### src/rtl/gate_response_checker_sat_counter.sv
// gate_response_checker_sat_counter: up counter that sticks at all-ones, with synchronous clear
module gate_response_checker_sat_counter #(
   parameter int CNT_W = 8
) (
   input  logic             clk,
   input  logic             rst,
   input  logic             clr,
   input  logic             inc,
   output logic [CNT_W-1:0] cnt
);
   // clear wins over increment; increment stops once every bit is set
   always_ff @(posedge clk or posedge rst)
      if (rst) cnt <= '0;
      else if (clr) cnt <= '0;
      else if (inc && cnt != '1) cnt <= cnt + 1'b1;
endmodule

### config.mk
export PLATFORM = sky130hd
export DESIGN_NAME = gate_response_checker_sat_counter
export DESIGN_NICKNAME = d
export VERILOG_FILES = /design/src/rtl/gate_response_checker_sat_counter.sv
export SDC_FILE = /design/constraint.sdc
export NUM_CORES = 1
export LEC_CHECK = 0
export BUFFER_PORTS_ARGS = -buffer_cell sky130_fd_sc_hd__buf_4
export CAP_MARGIN = 30
export CORE_AREA = 2 2 39 41
export DETAILED_ROUTE_END_ITERATION = 16
export DIE_AREA = 0 0 41 43
export PLACE_DENSITY_LB_ADDON = 0.1
export SETUP_SLACK_MARGIN = 0.3
export SYNTH_ARGS = -nofsm -noshare
export SYNTH_HDL_FRONTEND = slang
export SYNTH_SLANG_ARGS = --single-unit
### constraint.sdc
create_clock -name clk -period 3.2 [get_ports clk]
set_input_delay 0.64 -clock clk [delete_from_list [all_inputs] [get_ports clk]]
set_output_delay 0.64 -clock clk [all_outputs]
set_load 0.05 [all_outputs]
==> impl_metrics.csv, run 1 <==
group,metric,value,unit
outcome,status,"completed",
cts,cts-resized-gates,0,
critical_path,critPathKind,"reg -> reg",
global_route,antenna_found_initial,0,
sta,final.setup.worst_slack,1560,ps
layout,fin_cells,77,
power,switching_power,0.0000564,W
sta,max_slew.worst_pin.slew,319,ps
critical_path,slowest_stage,"dfrtp_1",
floorplanning,core,1380,µm²
critical_path,cp_max_fo,5,
cts,h-tree-depth,1,
run,max-cap-violations,0,
logic_synthesis,ys_seq_elements,8,
layout,largest_reg_flops,8,
logic_synthesis,synth_mux_area_share,13.9,%
logic_synthesis,async_reset_ff_share,100,%
logic_synthesis,synth_cell_type_count,25,
placed_design,dpl_cell_area,592,µm²
global_route,grt_pass1_wl,1.59,mm
min_path,hold_class,"in -> async",
detailed_routing,wl,1.07,mm
sta,fin_worst_skew,9.16,ps
placed_design,port_buffers,11,
floorplanning,placementRows,14,
cts,clk_latency,260,ps
global_route,grt_overflow,0,
cts,clockBufferDepth,2,
layout,reg_top3,"cnt: 8 flops",
logic_synthesis,ys_warn_count,0,
logic_synthesis,synth.most_common_cell,"dfrtp_1",
logic_synthesis,synth_top_cell_area_share,39.7,%
cts,cts.sinks,8,
logic_synthesis,netlist_instances,49,
global_route,grt_use_total,14.0,%
logic_synthesis,synthSimpleGateAreaFrac,23.8,%
sta,hold_ws,331,ps
sta,tns,0,ps
power,power.internal,0.000158,W
critical_path,regToRegSetupSlack,1560,ps
logic_synthesis,synth-xor-area-share,0,%
global_route,grt_pass1_vias,330,
power,share_comb_of_total_power,14.2,%
logic_synthesis,ys.flop_type,"dfrtp_1",
placed_design,place.gp.congestion,0.770,
logic_synthesis,synthTopCellsByCount,"dfrtp_1, mux2_4, nand2_1, nor2_1, nor2b_1",
power,p_seq_share,49.9,%
logic_synthesis,syn_area,504,µm²
placed_design,dp_slack,1550,ps
critical_path,endpoint_kind,"flop",
power,power_density,349,nW/µm²
sta,maxSlewViolCount,0,
logic_synthesis,seq_area_frac_synth,39.7,%
critical_path,startpoint_type,"flop",
sta,slew_headroom,78.7,%
logic_synthesis,synth_edf_count,0,
cts,cts_tree,"done",
sta,period_minus_slack,1640,ps
floorplanning,ioPinCount,12,
power,p_clk_share,36.0,%
cts,cts_setup_buffers,0,
layout,postLayoutCellArea,614,µm²
cts,cts_hold_buffers,0,
logic_synthesis,synthTopCellsByArea,"dfrtp_1, mux2_4, nor2b_1, a21oi_2, nand2_1",
cts,clk_pin_slew,60,ps
logic_synthesis,yosysTopAreaCell,"dfrtp_1",
detailed_routing,dr.pass1.iters,4,
detailed_routing,antenna_left,0,
sta,setup-violations-final,0,
floorplanning,start_util,36.4,%
floorplanning,fp.dieH,43,µm
placed_design,place.detailed.instances,74,
detailed_routing,drt-initial-drc-count,4,
power,power_switching_share,26.3,%
detailed_routing,vias,396,
critical_path,required,3340,ps
logic_synthesis,synth_compound_area_share,15.6,%
logic_synthesis,synth_nets,54,
layout,nets,68,
global_route,grt_max_degree,11,
floorplanning,dieWidth,41,µm
critical_path,slowest_delay,420,ps
layout,synthToLayoutAreaGrowth,21.8,%
critical_path,reg2reg_depth,4,
layout,top_register,"cnt",
power,p_leak,0.305,nW
critical_path,critPathArrivalTime,1780,ps
detailed_routing,drcViolationCount,0,
logic_synthesis,synth_area_per_cell,10.3,µm²
cts,cts_made_buffers,3,
floorplanning,die_area,1760,µm²
power,peakVddDrop,197,µV
sta,rsz0062_at_grt,"false",
layout,final_layout_size_suffix_gt1_share,36.1,%
detailed_routing,avgViaCountPerCell,5.14,
logic_synthesis,synthAdderAreaFrac,2.48,%
detailed_routing,wire_per_inst,13.9,µm
placed_design,dp_hpwl,787,µm
logic_synthesis,synth_top_family_by_area,"simple AND/OR/NAND/NOR gates",
critical_path,cp_cell_sequence,"ha_1, and3_1, a211oi_2, mux2_4",
layout,diodes,0,
cts,cts_root_buf,"clkbuf_4",
sta,fmax,610,MHz
sta,fin_crit_sh,51.3,%
sta,hold_viol,0,
[through the flow]
| step | power [W] | util (%) |
|---|---|---|
| floorplan | 0.000129 | - |
| CTS | 0.000217 | 44.4 |
| finish | 0.000214 | 44.4 |
| detailed placement | 0.000139 | 42.8 |
| global route | 0.000224 | 44.4 |
| global placement | 0.000138 | 42.8 |
[cells in the final DEF, fill, tap and decap left out, types with 3 or more instances in the layout]
cell type   n
buf_4      11
clkbuf_4    3
dfrtp_1     8
mux2_4      4
nand2_1     4
nor2_1      4
nor2b_1     4
[critical path, delay by kind of cell, from the launching register on]
| kind | cells | cell delay (ps) |
|---|---|---|
| AO/OA/AOI/OAI | 1 | 260 |
| multiplexers | 1 | 310 |
| adder cells (fa/ha/maj) | 1 | 270 |
| flip-flops | 1 | 420 |
| AND/OR/NAND/NOR | 1 | 260 |
[worst paths after layout]
check / to / startpoint
min in group clk: cnt[1] / cnt[1]
hold / removal: cnt[3] / rst
hold reg to reg: cnt[1] / cnt[1]
setup / recovery: cnt[5] / cnt[0]
setup reg to reg: cnt[5] / cnt[0]
max in group asynchronous: cnt[1] / rst
[power groups by stage]
stage	Sequential, W	Combinational [W]	Clock, W
floorplan	0.000117	0.0000119	0
global placement	0.000109	0.0000298	0
detailed placement	0.000108	0.0000307	0
CTS	0.000107	0.0000309	0.0000791
global route	0.000107	0.0000329	0.0000845
finish	0.000107	0.0000304	0.0000770
[kinds of logic after synthesis]
family          after synthesis
compound gates                9
fa+ha+maj                     1
buf+inv                       4
flops                         8
mux                           5
simple gates                 22
[routing by layer]
metal	GRT usage, %	share of wire [%]	vias to the layer above
met1	17.9	46	186
met3	7.85	6.3	0
li1	-	-	199
met2	19.7	48	11
met5	0	0	-
met4	4.00	0	0
[area by class of cell]
| class | instances | area (µm²) |
|---|---|---|
| Clock buffer | 3 | 22.5 |
| Fill cell | 136 | 769 |
| Inverter | 2 | 7.51 |
| Multi-Input combinational cell | 37 | 282 |
| Sequential cell | 8 | 200 |
| Tap cell | 16 | 20.0 |
| Timing Repair Buffer | 11 | 82.6 |
Note: power is estimated with default switching activity, not from simulation.
==> run 2, diff against run 1 <==
==> constraint.sdc (replaced) <==
create_clock -name clk -period 1.4 [get_ports clk]
set_input_delay 0.28 -clock clk [delete_from_list [all_inputs] [get_ports clk]]
set_output_delay 0.28 -clock clk [all_outputs]
set_load 0.05 [all_outputs]
==> run 2 against run 1 <==
Against the previous run: the run now ends with setup timing left; sequential power is 130% higher; critical path depth is 1 higher; clock power is 140% higher; highest routed layer unchanged; core utilization is 22 points higher; setup slack worse by 1600 ps.
==> impl_metrics.csv, run 2 (synthesis gave the netlist of run 1 again) <==
group,metric,value,unit
cts,cts_made_buffers,3,
global_route,grt_pass1_wl,2.25,mm
layout,diodes,0,
detailed_routing,drcViolationCount,0,
sta,rsz0062_at_grt,"true",
critical_path,crit_start,"cnt[1]",
sta,tns,-26.8,ps
critical_path,cp_max_fo,3,
placed_design,dpl_cell_area,713,µm²
layout,final_common_cell,"buf_4",
critical_path,cp_cell_sequence,"ha_4, and3_4, buf_4, a21oi_2, mux2_4",
run,max-cap-violations,0,
placed_design,dp_hpwl,850,µm
detailed_routing,wire_per_inst,13.4,µm
layout,largest_reg_flops,8,
critical_path,critPathArrivalTime,1560,ps
detailed_routing,wl,1.36,mm
placed_design,port_buffers,11,
power,power_density,578,nW/µm²
layout,synthToLayoutAreaGrowth,82.9,%
floorplanning,fp.dieH,43,µm
min_path,worstHoldStart,"clr",
layout,postLayoutCellArea,922,µm²
cts,clk_pin_slew,60,ps
sta,hold_viol,0,
min_path,hold_class,"in -> reg",
layout,final_cell_mix,"buf_4, dfrtp_2, buf_8",
global_route,grt_use_total,19.1,%
sta,maxSlewViolCount,0,
sta,period_minus_slack,1420,ps
detailed_routing,dr.pass1.iters,2,
global_route,antenna_found_initial,0,
outcome,status,"finished, violations left",
detailed_routing,vias,495,
global_route,grt_max_degree,11,
critical_path,required,1540,ps
sta,fin_crit_sh,101,%
sta,final.setup.worst_slack,-17.1,ps
global_route,grt_busiest_layer,"met2",
floorplanning,start_util,36.4,%
layout,fill_cells,121,
global_route,grtUsageMet1,22.1,%
global_route,grt_pass1_vias,527,
layout,fin_util,66.6,%
critical_path,startpoint_type,"flop",
cts,cts_root_buf,"clkbuf_4",
critical_path,slowest_stage,"dfrtp_2",
floorplanning,core,1380,µm²
critical_path,slowest_delay,420,ps
critical_path,r2r_start,"cnt[1]",
cts,cts_tree,"done",
layout,final_layout_size_suffix_gt1_share,68.2,%
global_route,use_met3,3.66,%
detailed_routing,avgViaCountPerCell,4.90,
global_route,grt_overflow,0,
min_path,holdPathStages,2,
placed_design,place.gp.congestion,0.749,
sta,fin_worst_skew,4.22,ps
global_route,use_met2,31.3,%
critical_path,endpoint_kind,"flop",
floorplanning,die_area,1760,µm²
cts,clk_latency,250,ps
sta,slew_headroom,77.8,%
floorplanning,ioPinCount,12,
sta,setup-violations-final,2,
detailed_routing,drt-initial-drc-count,6,
layout,reg_top3,"cnt: 8 flops",
cts,h-tree-depth,1,
critical_path,critPathKind,"reg -> reg",
floorplanning,placementRows,14,
layout,top_register,"cnt",
sta,fmax,706,MHz
layout,nets,92,
cts,clockBufferDepth,2,
critical_path,reg2reg_depth,5,
detailed_routing,antenna_left,0,
outcome,violations,"setup timing",
power,p_leak,0.434,nW
floorplanning,dieWidth,41,µm
critical_path,regToRegSetupSlack,-20,ps
power,peakVddDrop,482,µV
sta,max_slew.worst_pin.slew,333,ps
cts,cts.sinks,8,
run 2: what timing repair did:
action,CTS,global route
pin swaps,4,1
hold buffers,1,0
endpoints found under the setup margin,16,16
buffers inserted,7,4
resized for setup,25,1
hold endpoints to repair,8,0
run 2: area by class of cell:
type	count	area (µm²)	share of cell area, %
Timing Repair Buffer	35	352	38.1
Tap cell	16	20.0	2.17
Sequential cell	8	210	22.8
Multi-Input combinational cell	37	310	33.6
Inverter	2	7.51	0.814
Clock buffer	3	22.5	2.44
run 2: worst paths after layout:
path / endpoint
max: cnt[3]
min: cnt[2]
max reg2reg: cnt[3]
min reg2reg: cnt[1]
max in group asynchronous: cnt[7]
min in group asynchronous: cnt[3]
run 2: power by group:
group | switching, W | internal [W] | total (W)
logic | 0.0000552 | 0.0000536 | 0.000109
registers | 0.00000565 | 0.000238 | 0.000244
clock network | 0.0000824 | 0.0000984 | 0.000181
run 2: stage by stage:
stage          hold slack (ps)  worst slack (ps)  cells  total power (W)
6_report                   270             -17.1    101         0.000533
5_1_grt                    264             -60.0    101         0.000563
4_1_cts                    261             -10.3     97         0.000537
3_5_place_dp               264             -8.35     86         0.000334
3_3_place_gp               263              8.36     86         0.000333
2_1_floorplan             95.7              -150     49         0.000299
run 2: per-layer routing:
metal	up-vias	part of all wire [%]
met5	-	0
met4	0	0
met3	0	3.8
met2	12	51
met1	232	46
li1	251	-
run 2: critical path: cells and delay by family, from the launching register on:
family                   cells  cell delay, ps
flip-flops                   1             420
adder cells (fa/ha/maj)      1             160
AND/OR/NAND/NOR              1             150
AO/OA/AOI/OAI                1             130
buffers and inverters        1             130
multiplexers                 1             310
==> run 3, diff against run 2 <==
--- a/config.mk
+++ b/config.mk
@@ -5,7 +5,7 @@
 export SDC_FILE = /design/constraint.sdc
 export NUM_CORES = 1
 export LEC_CHECK = 0
-export BUFFER_PORTS_ARGS = -buffer_cell sky130_fd_sc_hd__buf_4
+export BUFFER_PORTS_ARGS = -buffer_cell sky130_fd_sc_hd__buf_2
 export CAP_MARGIN = 30
 export CORE_AREA = 2 2 39 41
 export DETAILED_ROUTE_END_ITERATION = 16
==> run 3 against run 2 <==
Against the previous run: register-to-register slack about the same; highest routed layer is now met4; critical endpoint is now cnt[5]; setup slack better by 15 ps; combinational power up 6%; global-route usage down 1.8 points; the run still ends with setup timing left; largest power group unchanged; fmax up 1.0%; largest cell class unchanged; clock power about the same.
==> impl_metrics.csv, run 3 (synthesis gave the netlist of run 1 again) <==
group,metric,value,unit
outcome,status,"finished, violations left",
outcome,violations,"setup timing",
sta,period_minus_slack,1400,ps
placed_design,dpl_cell_area,686,µm²
floorplanning,fp.dieH,43,µm
layout,top_register,"cnt",
layout,final_common_cell,"buf_6",
detailed_routing,antenna_left,0,
floorplanning,ioPinCount,12,
power,peakVddDrop,513,µV
floorplanning,die_area,1760,µm²
sta,hold_ws,343,ps
detailed_routing,dr.pass1.iters,4,
cts,cts.sinks,8,
layout,fin_util,66.8,%
cts,clockBufferDepth,2,
layout,diodes,0,
detailed_routing,avgViaCountPerCell,5.10,
sta,slew_headroom,78.3,%
min_path,hold_class,"in -> reg",
layout,fin_cells,99,
power,power_switching_share,26.7,%
sta,fmax,713,MHz
floorplanning,dieWidth,41,µm
detailed_routing,drcViolationCount,0,
layout,postLayoutCellArea,925,µm²
sta,fin_worst_skew,5.70,ps
critical_path,critPathArrivalTime,1540,ps
critical_path,cp_max_fo,3,
power,p_seq_share,45.3,%
sta,maxSlewViolCount,0,
sta,setup-violations-final,1,
placed_design,port_buffers,11,
placed_design,dp_hpwl,828,µm
layout,nets,90,
cts,cts_made_buffers,3,
global_route,antenna_found_initial,0,
sta,hold_viol,0,
detailed_routing,drt-initial-drc-count,11,
critical_path,crit_buf_inv,0,
layout,final_layout_size_suffix_gt1_share,66.3,%
power,power_density,584,nW/µm²
critical_path,slowest_stage,"dfrtp_2",
cts,cts_tree,"done",
layout,fill_cells,111,
floorplanning,core,1380,µm²
power,p_clk_share,33.2,%
critical_path,cpLargestDelayFamily,"flip-flops",
sta,fin_crit_sh,100,%
detailed_routing,wire_per_inst,13.2,µm
run,max-cap-violations,0,
power,power.internal,0.000396,W
critical_path,regToRegSetupSlack,-3,ps
layout,synthToLayoutAreaGrowth,83.4,%
global_route,grt_use_total,17.3,%
global_route,grt_pass1_vias,512,
placed_design,place.gp.congestion,0.719,
cts,cts_root_buf,"clkbuf_4",
critical_path,cp_cell_sequence,"ha_4, and3_4, a211oi_4, mux2_4",
critical_path,required,1540,ps
power,switching_power,0.000144,W
placed_design,place.detailed.instances,86,
sta,final.setup.worst_slack,-2.53,ps
floorplanning,start_util,36.4,%
layout,reg_top3,"cnt: 8 flops",
critical_path,critPathKind,"reg -> reg",
power,share_comb_of_total_power,21.5,%
detailed_routing,vias,505,
global_route,grt_overflow,0,
placed_design,dp_slack,-8.20,ps
critical_path,slowest_delay,430,ps
critical_path,endpoint_kind,"flop",
layout,final_cell_mix,"buf_6, buf_4, dfrtp_2, buf_8",
detailed_routing,wl,1.31,mm
layout,largest_reg_flops,8,
global_route,grt_max_degree,11,
cts,clk_latency,250,ps
power,p_leak,0.430,nW
cts,clk_pin_slew,60,ps
global_route,grt_pass1_wl,2.12,mm
cts,h-tree-depth,1,
floorplanning,placementRows,14,
critical_path,startpoint_type,"flop",
sta,max_slew.worst_pin.slew,326,ps
sta,rsz0062_at_grt,"true",
-- run 3: metrics by stage --
step                      power (W)  TNS [ps]
after floorplan            0.000299      -369
after global placement     0.000327         0
after detailed placement   0.000328     -8.20
after CTS                  0.000533     -15.5
after global routing       0.000568     -57.5
final                      0.000540     -2.53
-- run 3: final cells by class --
type | count | area (µm²) | area share (%)
flip-flops and latches | 8 | 210 | 22.7
repair buffers | 33 | 344 | 37.2
multi-input cells | 37 | 320 | 34.6
well taps | 16 | 20.0 | 2.17
inverters | 2 | 7.51 | 0.812
clock buffers | 3 | 22.5 | 2.44
-- run 3: power groups by stage --
stage | clock network (W) | logic (W) | registers [W]
3_5_place_dp | 0 | 0.0000795 | 0.000248
2_1_floorplan | 0 | 0.0000290 | 0.000270
3_3_place_gp | 0 | 0.0000790 | 0.000248
5_1_grt | 0.000197 | 0.000126 | 0.000245
6_report | 0.000180 | 0.000116 | 0.000245
4_1_cts | 0.000182 | 0.000107 | 0.000244
-- run 3: path summary, 6_finish.rpt --
path / start / end / cells past startpoint
min in group asynchronous: rst / cnt[3] / 3
min reg2reg: cnt[1] / cnt[1] / 3
max reg2reg: cnt[0] / cnt[5] / 4
max: cnt[0] / cnt[5] / 4
min: clr / cnt[2] / 2
max in group asynchronous: rst / cnt[2] / 3
-- run 3: what timing repair did --
| item | in CTS | in global routing |
|---|---|---|
| endpoints found under the setup margin | 16 | 16 |
| resized for setup | 34 | 5 |
| pin swaps | 1 | 4 |
| hold buffers | 1 | 0 |
| gates cloned | 0 | 0 |
| setup buffers | 6 | 3 |
| endpoints found under the hold margin | 8 | 0 |
-- run 3: worst reg2reg max path: cells and delay by family, from the launching register on --
family,cells,cell delay (ps)
adder cells (fa/ha/maj),1,170
multiplexers,1,310
AO/OA/AOI/OAI,1,210
flip-flops,1,430
AND/OR/NAND/NOR,1,170
-- run 3: routing by layer --
metal | track usage (%) | wire (µm)
met1 | 23.5 | 581
met2 | 25.9 | 661
met3 | 4.19 | 55
met4 | 6.00 | 6
met5 | 0 | 0
